--- config.mk ---
export PLATFORM = sky130hd
export DESIGN_NAME = br_resolve_flat
export DESIGN_NICKNAME = d
export VERILOG_FILES = /design/src/rtl/br_pkg.sv /design/src/rtl/br_resolve_if.sv /design/src/rtl/br_cmp.sv /design/src/rtl/br_resolve.sv /design/src/flat_wrapper.sv
export SDC_FILE = /design/constraint.sdc
export NUM_CORES = 1
export LEC_CHECK = 0
export BUFFER_PORTS_ARGS = -buffer_cell sky130_fd_sc_hd__buf_2
export CAP_MARGIN = 10
export CORE_AREA = 2 2 99 139
export DETAILED_ROUTE_END_ITERATION = 10
export DIE_AREA = 0 0 101 141
export PLACE_DENSITY = 0.86
export SLEW_MARGIN = 15
export SYNTH_ARGS = -nofsm -noshare
export SYNTH_HDL_FRONTEND = slang
export SYNTH_SLANG_ARGS = --single-unit
--- constraint.sdc ---
create_clock -name clk_i -period 2.6 [get_ports clk_i]
set_input_delay 0.39 -clock clk_i [delete_from_list [all_inputs] [get_ports clk_i]]
set_output_delay 0.39 -clock clk_i [all_outputs]
set_load 0.02 [all_outputs]
--- src/rtl/br_pkg.sv ---
// Shared types and constants for the branch-resolution stage.
package br_pkg;

    localparam int unsigned XLEN_DEF = 32;
    localparam int unsigned XLEN_MAX = 64;
    localparam int unsigned OP_W     = 3;

    // RISC-V conditional-branch funct3 encodings; 010/011 decode as illegal.
    typedef enum logic [OP_W-1:0] {
        BR_BEQ  = 3'b000,
        BR_BNE  = 3'b001,
        BR_ILL  = 3'b010,
        BR_BLT  = 3'b100,
        BR_BGE  = 3'b101,
        BR_BLTU = 3'b110,
        BR_BGEU = 3'b111
    } br_op_e;

    // Registered result; redirect_pc is sized for the widest supported XLEN.
    typedef struct packed {
        logic                taken;
        logic                mispredict;
        logic                illegal;
        logic                less;
        logic                equal;
        logic [XLEN_MAX-1:0] redirect_pc;
    } br_res_t;

    // BLTU/BGEU compare unsigned, every other funct3 compares signed.
    function automatic logic br_is_unsigned(input logic [OP_W-1:0] op);
        return op[2] & op[1];
    endfunction

endpackage

--- src/rtl/br_resolve_if.sv ---
// Request/result bundle of the branch-resolution stage.
interface br_resolve_if
    import br_pkg::*;
#(
    parameter int unsigned XLEN  = XLEN_DEF,
    parameter int unsigned CNT_W = 16
);
    logic              valid_i;
    logic              ready_o;
    logic [OP_W-1:0]   br_op_i;
    logic [XLEN-1:0]   rs1_data_i;
    logic [XLEN-1:0]   rs2_data_i;
    logic [XLEN-1:0]   pc_i;
    logic [XLEN-1:0]   imm_i;
    logic              pred_taken_i;
    logic              flush_i;
    logic              clr_cnt_i;
    logic              valid_o;
    logic              ready_i;
    logic              taken_o;
    logic              mispredict_o;
    logic              illegal_o;
    logic              br_less_o;
    logic              br_equal_o;
    logic [XLEN-1:0]   redirect_pc_o;
    logic [CNT_W-1:0]  br_cnt_o;
    logic [CNT_W-1:0]  mis_cnt_o;

    modport slave (
        input  valid_i, br_op_i, rs1_data_i, rs2_data_i, pc_i, imm_i,
               pred_taken_i, flush_i, clr_cnt_i, ready_i,
        output ready_o, valid_o, taken_o, mispredict_o, illegal_o,
               br_less_o, br_equal_o, redirect_pc_o, br_cnt_o, mis_cnt_o
    );

    modport master (
        output valid_i, br_op_i, rs1_data_i, rs2_data_i, pc_i, imm_i,
               pred_taken_i, flush_i, clr_cnt_i, ready_i,
        input  ready_o, valid_o, taken_o, mispredict_o, illegal_o,
               br_less_o, br_equal_o, redirect_pc_o, br_cnt_o, mis_cnt_o
    );

endinterface

--- src/rtl/br_cmp.sv ---
// Combinational XLEN-bit comparator with signed/unsigned select.
module br_cmp #(
    parameter int unsigned XLEN = 32
) (
    input  logic [XLEN-1:0] rs1_i,
    input  logic [XLEN-1:0] rs2_i,
    input  logic            unsigned_i,
    output logic            less_c_o,
    output logic            equal_c_o
);

    // Equality is sign-agnostic; less-than honours the select.
    always_comb begin
        equal_c_o = (rs1_i == rs2_i);
        if (unsigned_i) begin
            less_c_o = (rs1_i < rs2_i);
        end else begin
            less_c_o = ($signed(rs1_i) < $signed(rs2_i));
        end
    end

endmodule

--- src/rtl/br_resolve.sv ---
// Branch resolution: compare, decode, target select, one-entry output
// register and saturating retire statistics.
module br_resolve
    import br_pkg::*;
#(
    parameter int unsigned XLEN  = XLEN_DEF,
    parameter int unsigned CNT_W = 16
) (
    input  logic         clk_i,
    input  logic         rst_i,
    br_resolve_if.slave  bus
);

    logic             less_c;
    logic             equal_c;
    logic             taken_c;
    logic             illegal_c;
    logic             ready_c;
    logic             accept_c;
    logic             retire_c;
    logic [XLEN-1:0]  target_c;
    logic [XLEN-1:0]  fallthru_c;
    br_res_t          res_d, res_q;
    logic             valid_d, valid_q;
    logic [CNT_W-1:0] br_cnt_d, br_cnt_q;
    logic [CNT_W-1:0] mis_cnt_d, mis_cnt_q;
    logic             unused_redirect;

    br_cmp #(.XLEN(XLEN)) u_cmp (
        .rs1_i      (bus.rs1_data_i),
        .rs2_i      (bus.rs2_data_i),
        .unsigned_i (br_is_unsigned(bus.br_op_i)),
        .less_c_o   (less_c),
        .equal_c_o  (equal_c)
    );

    // Both adders wrap modulo 2^XLEN.
    assign target_c   = bus.pc_i + bus.imm_i;
    assign fallthru_c = bus.pc_i + XLEN'(4);

    assign ready_c  = !valid_q || bus.ready_i;
    assign accept_c = bus.valid_i && ready_c && !bus.flush_i;
    assign retire_c = valid_q && bus.ready_i && !bus.flush_i;

    // funct3 decode to branch direction.
    always_comb begin
        taken_c   = 1'b0;
        illegal_c = 1'b0;
        case (bus.br_op_i)
            BR_BEQ:  taken_c = equal_c;
            BR_BNE:  taken_c = !equal_c;
            BR_BLT:  taken_c = less_c;
            BR_BGE:  taken_c = !less_c;
            BR_BLTU: taken_c = less_c;
            BR_BGEU: taken_c = !less_c;
            default: illegal_c = 1'b1;
        endcase
    end

    // Output-register next state: flush beats accept beats retire.
    always_comb begin
        valid_d = valid_q;
        res_d   = res_q;
        if (bus.flush_i) begin
            valid_d = 1'b0;
        end else if (accept_c) begin
            valid_d           = 1'b1;
            res_d.taken       = taken_c;
            res_d.mispredict  = taken_c ^ bus.pred_taken_i;
            res_d.illegal     = illegal_c;
            res_d.less        = less_c;
            res_d.equal       = equal_c;
            res_d.redirect_pc = XLEN_MAX'(taken_c ? target_c : fallthru_c);
        end else if (retire_c) begin
            valid_d = 1'b0;
        end
    end

    // Saturating counters; clear wins over a same-cycle retire.
    always_comb begin
        br_cnt_d  = br_cnt_q;
        mis_cnt_d = mis_cnt_q;
        if (bus.clr_cnt_i) begin
            br_cnt_d  = '0;
            mis_cnt_d = '0;
        end else if (retire_c) begin
            if (br_cnt_q != '1) begin
                br_cnt_d = br_cnt_q + CNT_W'(1);
            end
            if (res_q.mispredict && (mis_cnt_q != '1)) begin
                mis_cnt_d = mis_cnt_q + CNT_W'(1);
            end
        end
    end

    // State registers with synchronous reset.
    always_ff @(posedge clk_i) begin
        if (rst_i) begin
            valid_q   <= 1'b0;
            res_q     <= '0;
            br_cnt_q  <= '0;
            mis_cnt_q <= '0;
        end else begin
            valid_q   <= valid_d;
            res_q     <= res_d;
            br_cnt_q  <= br_cnt_d;
            mis_cnt_q <= mis_cnt_d;
        end
    end

    // Upper redirect bits beyond XLEN are always zero.
    assign unused_redirect = ^res_q.redirect_pc;

    assign bus.ready_o       = ready_c;
    assign bus.valid_o       = valid_q;
    assign bus.taken_o       = res_q.taken;
    assign bus.mispredict_o  = res_q.mispredict;
    assign bus.illegal_o     = res_q.illegal;
    assign bus.br_less_o     = res_q.less;
    assign bus.br_equal_o    = res_q.equal;
    assign bus.redirect_pc_o = XLEN'(res_q.redirect_pc);
    assign bus.br_cnt_o      = br_cnt_q;
    assign bus.mis_cnt_o     = mis_cnt_q;

endmodule

--- src/flat_wrapper.sv ---
// flat-port wrapper written by rule: the top's interface ports become plain ports
module br_resolve_flat import br_pkg::*;
#(
    parameter int unsigned XLEN  = XLEN_DEF,
    parameter int unsigned CNT_W = 16
)
  (clk_i, rst_i, bus_valid_i, bus_br_op_i, bus_rs1_data_i, bus_rs2_data_i, bus_pc_i, bus_imm_i, bus_pred_taken_i, bus_flush_i, bus_clr_cnt_i, bus_ready_i, bus_ready_o, bus_valid_o, bus_taken_o, bus_mispredict_o, bus_illegal_o, bus_br_less_o, bus_br_equal_o, bus_redirect_pc_o, bus_br_cnt_o, bus_mis_cnt_o);
  br_resolve_if #(.XLEN(XLEN), .CNT_W(CNT_W)) bus_i ();
  input  logic clk_i;
  input  logic rst_i;
  input wire logic [$bits(bus_i.valid_i)-1:0] bus_valid_i;
  input wire logic [$bits(bus_i.br_op_i)-1:0] bus_br_op_i;
  input wire logic [$bits(bus_i.rs1_data_i)-1:0] bus_rs1_data_i;
  input wire logic [$bits(bus_i.rs2_data_i)-1:0] bus_rs2_data_i;
  input wire logic [$bits(bus_i.pc_i)-1:0] bus_pc_i;
  input wire logic [$bits(bus_i.imm_i)-1:0] bus_imm_i;
  input wire logic [$bits(bus_i.pred_taken_i)-1:0] bus_pred_taken_i;
  input wire logic [$bits(bus_i.flush_i)-1:0] bus_flush_i;
  input wire logic [$bits(bus_i.clr_cnt_i)-1:0] bus_clr_cnt_i;
  input wire logic [$bits(bus_i.ready_i)-1:0] bus_ready_i;
  output wire logic [$bits(bus_i.ready_o)-1:0] bus_ready_o;
  output wire logic [$bits(bus_i.valid_o)-1:0] bus_valid_o;
  output wire logic [$bits(bus_i.taken_o)-1:0] bus_taken_o;
  output wire logic [$bits(bus_i.mispredict_o)-1:0] bus_mispredict_o;
  output wire logic [$bits(bus_i.illegal_o)-1:0] bus_illegal_o;
  output wire logic [$bits(bus_i.br_less_o)-1:0] bus_br_less_o;
  output wire logic [$bits(bus_i.br_equal_o)-1:0] bus_br_equal_o;
  output wire logic [$bits(bus_i.redirect_pc_o)-1:0] bus_redirect_pc_o;
  output wire logic [$bits(bus_i.br_cnt_o)-1:0] bus_br_cnt_o;
  output wire logic [$bits(bus_i.mis_cnt_o)-1:0] bus_mis_cnt_o;
  assign bus_i.valid_i = bus_valid_i;
  assign bus_i.br_op_i = bus_br_op_i;
  assign bus_i.rs1_data_i = bus_rs1_data_i;
  assign bus_i.rs2_data_i = bus_rs2_data_i;
  assign bus_i.pc_i = bus_pc_i;
  assign bus_i.imm_i = bus_imm_i;
  assign bus_i.pred_taken_i = bus_pred_taken_i;
  assign bus_i.flush_i = bus_flush_i;
  assign bus_i.clr_cnt_i = bus_clr_cnt_i;
  assign bus_i.ready_i = bus_ready_i;
  assign bus_ready_o = bus_i.ready_o;
  assign bus_valid_o = bus_i.valid_o;
  assign bus_taken_o = bus_i.taken_o;
  assign bus_mispredict_o = bus_i.mispredict_o;
  assign bus_illegal_o = bus_i.illegal_o;
  assign bus_br_less_o = bus_i.br_less_o;
  assign bus_br_equal_o = bus_i.br_equal_o;
  assign bus_redirect_pc_o = bus_i.redirect_pc_o;
  assign bus_br_cnt_o = bus_i.br_cnt_o;
  assign bus_mis_cnt_o = bus_i.mis_cnt_o;
  br_resolve #(.XLEN(XLEN), .CNT_W(CNT_W)) u_core (.clk_i(clk_i), .rst_i(rst_i), .bus(bus_i));
endmodule
==> impl_metrics.env <==
export IMPL_hpwl_mm=14.87
export IMPL_hold_class="primary input to register"
export IMPL_die_width_um=101
export IMPL_worst_slack_ps=-145.9
export IMPL_crit_type="primary input to register"
export IMPL_dr_pass1_iters=5
export IMPL_hp_start="bus_flush_i"
export IMPL_r2r_end="u_core.bus.br_cnt_o[7]"
export IMPL_antenna_left=0
export IMPL_required_ps=2850
export IMPL_fmax_ghz=0.3642
export IMPL_cts_clk_slew_worst_paths_ps=60
export IMPL_whs_ps=281.4
export IMPL_final_nets=1277
export IMPL_slowest_delay_ps=560
export IMPL_worst_pin_slew_ps=590.5
export IMPL_p_per_area_nw_per_um2=432.1
export IMPL_finalCritPeriodShare=1.056
export IMPL_fillCellCount=991
export IMPL_cp_arrival_ps=3000
export IMPL_r2r_start="u_core.bus.br_cnt_o[7]"
export IMPL_clock_path_buffers=2
export IMPL_gp_congestion=0.8771
export IMPL_hold_path_endpoint="u_core.bus.valid_o"
export IMPL_layout_commonest_cell="buf_2"
export IMPL_layout_common_cells="193 x buf_2, 93 x buf_4, 86 x nor2_1"
export IMPL_outcome="finished with violations"
export IMPL_drv_cap=0
export IMPL_clock_root_buffer="clkbuf_16"
export IMPL_die_area_um2=14240
export IMPL_end_kind="register"
export IMPL_netlist_instances=776
export IMPL_postSynthAreaPerCell_um2=7.599
export IMPL_grtUsageTotal=0.2747
export IMPL_numCtsBuffers=9
export IMPL_grt_busiest_layer="met2"
export IMPL_area_growth_pct=50.99
export IMPL_use_met2=0.4860
export IMPL_antenna_found_initial=0
export IMPL_tns_ps=-2281
export IMPL_yosysSeqAreaShare=0.2376
export IMPL_ys_warn_count=0
export IMPL_clock_latency_ps=340
export IMPL_use_met1=0.2928
export IMPL_yosys_register_bits=70
export IMPL_synth_cell_type_count=58
export IMPL_cts_tree="built"
export IMPL_final_max_slew_violation_count=0
export IMPL_dp_cells=1203
export IMPL_final_core_util=0.6777
export IMPL_cp_max_fo=8
export IMPL_synth_ff_type="dfxtp_1"
export IMPL_hold_violations=0
export IMPL_rows=50
export IMPL_die_h_um=141
export IMPL_setup_viol=33
export IMPL_drcViolationCount=0
export IMPL_critPathBufInv=5
export IMPL_h_tree_depth=3
export IMPL_path_cells="buf_2 > inv_1 > ha_1 > nand4_1 > nor3_2 > a221oi_2 > nand3_2 > or4_4 > a31oi_4 > buf_12 > buf_8 > buf_16 > nand3b_1 > a311oi_2"
export IMPL_first_iter_violations=442
export IMPL_post_dp_cell_area_um2=7854
export IMPL_grt_pass1_vias=6993
export IMPL_initial_core_util=0.4489
export IMPL_io_pins=209
export IMPL_grt_start_max_net_pins=50
export IMPL_failed_checks="setup timing"
export IMPL_crit_start="bus_rs2_data_i[20]"
export IMPL_syn_area_um2=5897
export IMPL_fin_area_um2=8904
export IMPL_synth_fp_nets=981
export IMPL_synthArstFlopShare=0
export IMPL_vias_per_cell=5.806
export IMPL_core_um2=13140
export IMPL_routed_wl_mm=21.61
export IMPL_cts_sinks=70
export IMPL_power_leakage_uw=0.004130
export IMPL_fin_crit_ps=2746
export IMPL_met3_usage=0.05553
export IMPL_slew_headroom=0.6063
export IMPL_vias=7165
export IMPL_wl_per_cell_um=17.51
export IMPL_synth_edff_count=0
export IMPL_grt_ovfl_total=0
export IMPL_whs_path_depth=2
export IMPL_reg2reg_depth=10
export IMPL_cp_top_family="simple AND/OR/NAND/NOR gates"
export IMPL_finClkSkew_ps=6.882
export IMPL_final_layout_size_suffix_gt1_frac=0.4002
export IMPL_finalNonFillerCells=1234
export IMPL_peakVddDrop_v=0.0003113
export IMPL_io_buffers=208
export IMPL_rrSetupSlack_ps=330
export IMPL_grt_pass1_wl_mm=31.57
export IMPL_cp_start_kind="primary input"
export IMPL_grt_setup_unrepaired="true"
export IMPL_critPathSlowestCell="or4_4"
[through the flow]
stage          power, uW  setup WS, ps
2_1_floorplan       1848        -51.13
3_3_place_gp        2289        -386.1
3_5_place_dp        2315        -476.6
4_1_cts             3730        -35.44
5_1_grt             4034        -287.9
6_report            3847        -145.9
[flip-flops by register name (all words and copies together) (netlist names)]
register                  flops
u_core.bus.mispredict_o       1
u_core.bus.br_equal_o         1
u_core.bus.valid_o            1
u_core.bus.illegal_o          1
u_core.bus.redirect_pc_o     32
u_core.bus.mis_cnt_o         16
u_core.bus.taken_o            1
u_core.bus.br_less_o          1
u_core.bus.br_cnt_o          16
[cell usage after synthesis (all sizes together) (3+ instances only)]
library cell	n	share of area
nor3b	5	0.0064
and4	4	0.0059
a311oi	5	0.0074
a21o	19	0.024
o21ai	28	0.024
o21a	4	0.0051
inv	51	0.032
nor3	21	0.020
nand3b	5	0.0064
a31o	3	0.0045
nor2	88	0.056
nor2b	3	0.0032
buf	7	0.0093
o21bai	5	0.0064
nand2b	4	0.0042
nor4	3	0.0032
o31a	4	0.0059
a211oi	18	0.023
and3	12	0.013
nand3	25	0.021
clkbuf	18	0.011
a21oi	61	0.052
mux2i	4	0.0068
nand2	79	0.050
o211ai	10	0.013
xor2	39	0.058
a31oi	8	0.0085
or3	10	0.011
a21boi	3	0.0038
xnor2	34	0.050
dfxtp	70	0.24
or4	4	0.0057
nand4	26	0.028
or2	6	0.0064
ha	66	0.14
[cell families (layout without fill, tap and decap cells)]
group / Yosys count / in the layout / share of synthesized area
simple gates: 300 / 300 / 0.2459
compound gates: 186 / 186 / 0.2045
buf+inv: 76 / 377 / 0.05326
xor+xnor: 73 / 73 / 0.1084
flops: 70 / 70 / 0.2376
fa+ha+maj: 67 / 67 / 0.1434
mux: 4 / 4 / 0.006790
other cells: 0 / 1 / 0
[power by group]
group | switching [uW] | leakage, uW | total [uW] | internal (uW)
clock network | 527 | 0.000149 | 1290 | 758
logic | 740 | 0.00341 | 1420 | 681
registers | 26.3 | 0.000570 | 1140 | 1110
total | 1290 | 0.00413 | 3850 | 2550
[how the worst max path moves through the flow]
stage                     slack (ps)  cells past startpoint                      endpoint
final                           -150                     14  u_core.bus.redirect_pc_o[21]
after global routing            -290                     14  u_core.bus.redirect_pc_o[21]
after CTS                        -40                     12  u_core.bus.redirect_pc_o[22]
after detailed placement        -480                     12  u_core.bus.redirect_pc_o[22]
after global placement          -390                     12  u_core.bus.redirect_pc_o[22]
after floorplan                  -50                     11  u_core.bus.redirect_pc_o[22]
[area by class of cell]
type | count | area (um^2) | share of cell area
Multi-Input combinational cell | 630 | 4772 | 0.5360
Timing Repair Buffer | 310 | 2018 | 0.2267
Sequential cell | 70 | 1401 | 0.1574
Clock buffer | 9 | 225.2 | 0.02530
Inverter | 51 | 209.0 | 0.02347
Tap cell | 156 | 195.2 | 0.02192
Clock inverter | 7 | 80.08 | 0.008994
Antenna cell | 1 | 2.502 | 0.0002811
[timing repair]
action	CTS	global route
gates cloned	3	0
gates resized for setup	45	75
setup endpoints to repair	21	34
hold buffers	0	0
setup buffers	7	5
pin swaps	43	35
[per-layer routing]
metal,share of wire,vias to the layer above
met3,0.067,133
met2,0.50,355
met5,0,-
met4,0.064,0
met1,0.36,3304
li1,-,3373
Note: power is estimated with default switching activity, not from simulation.
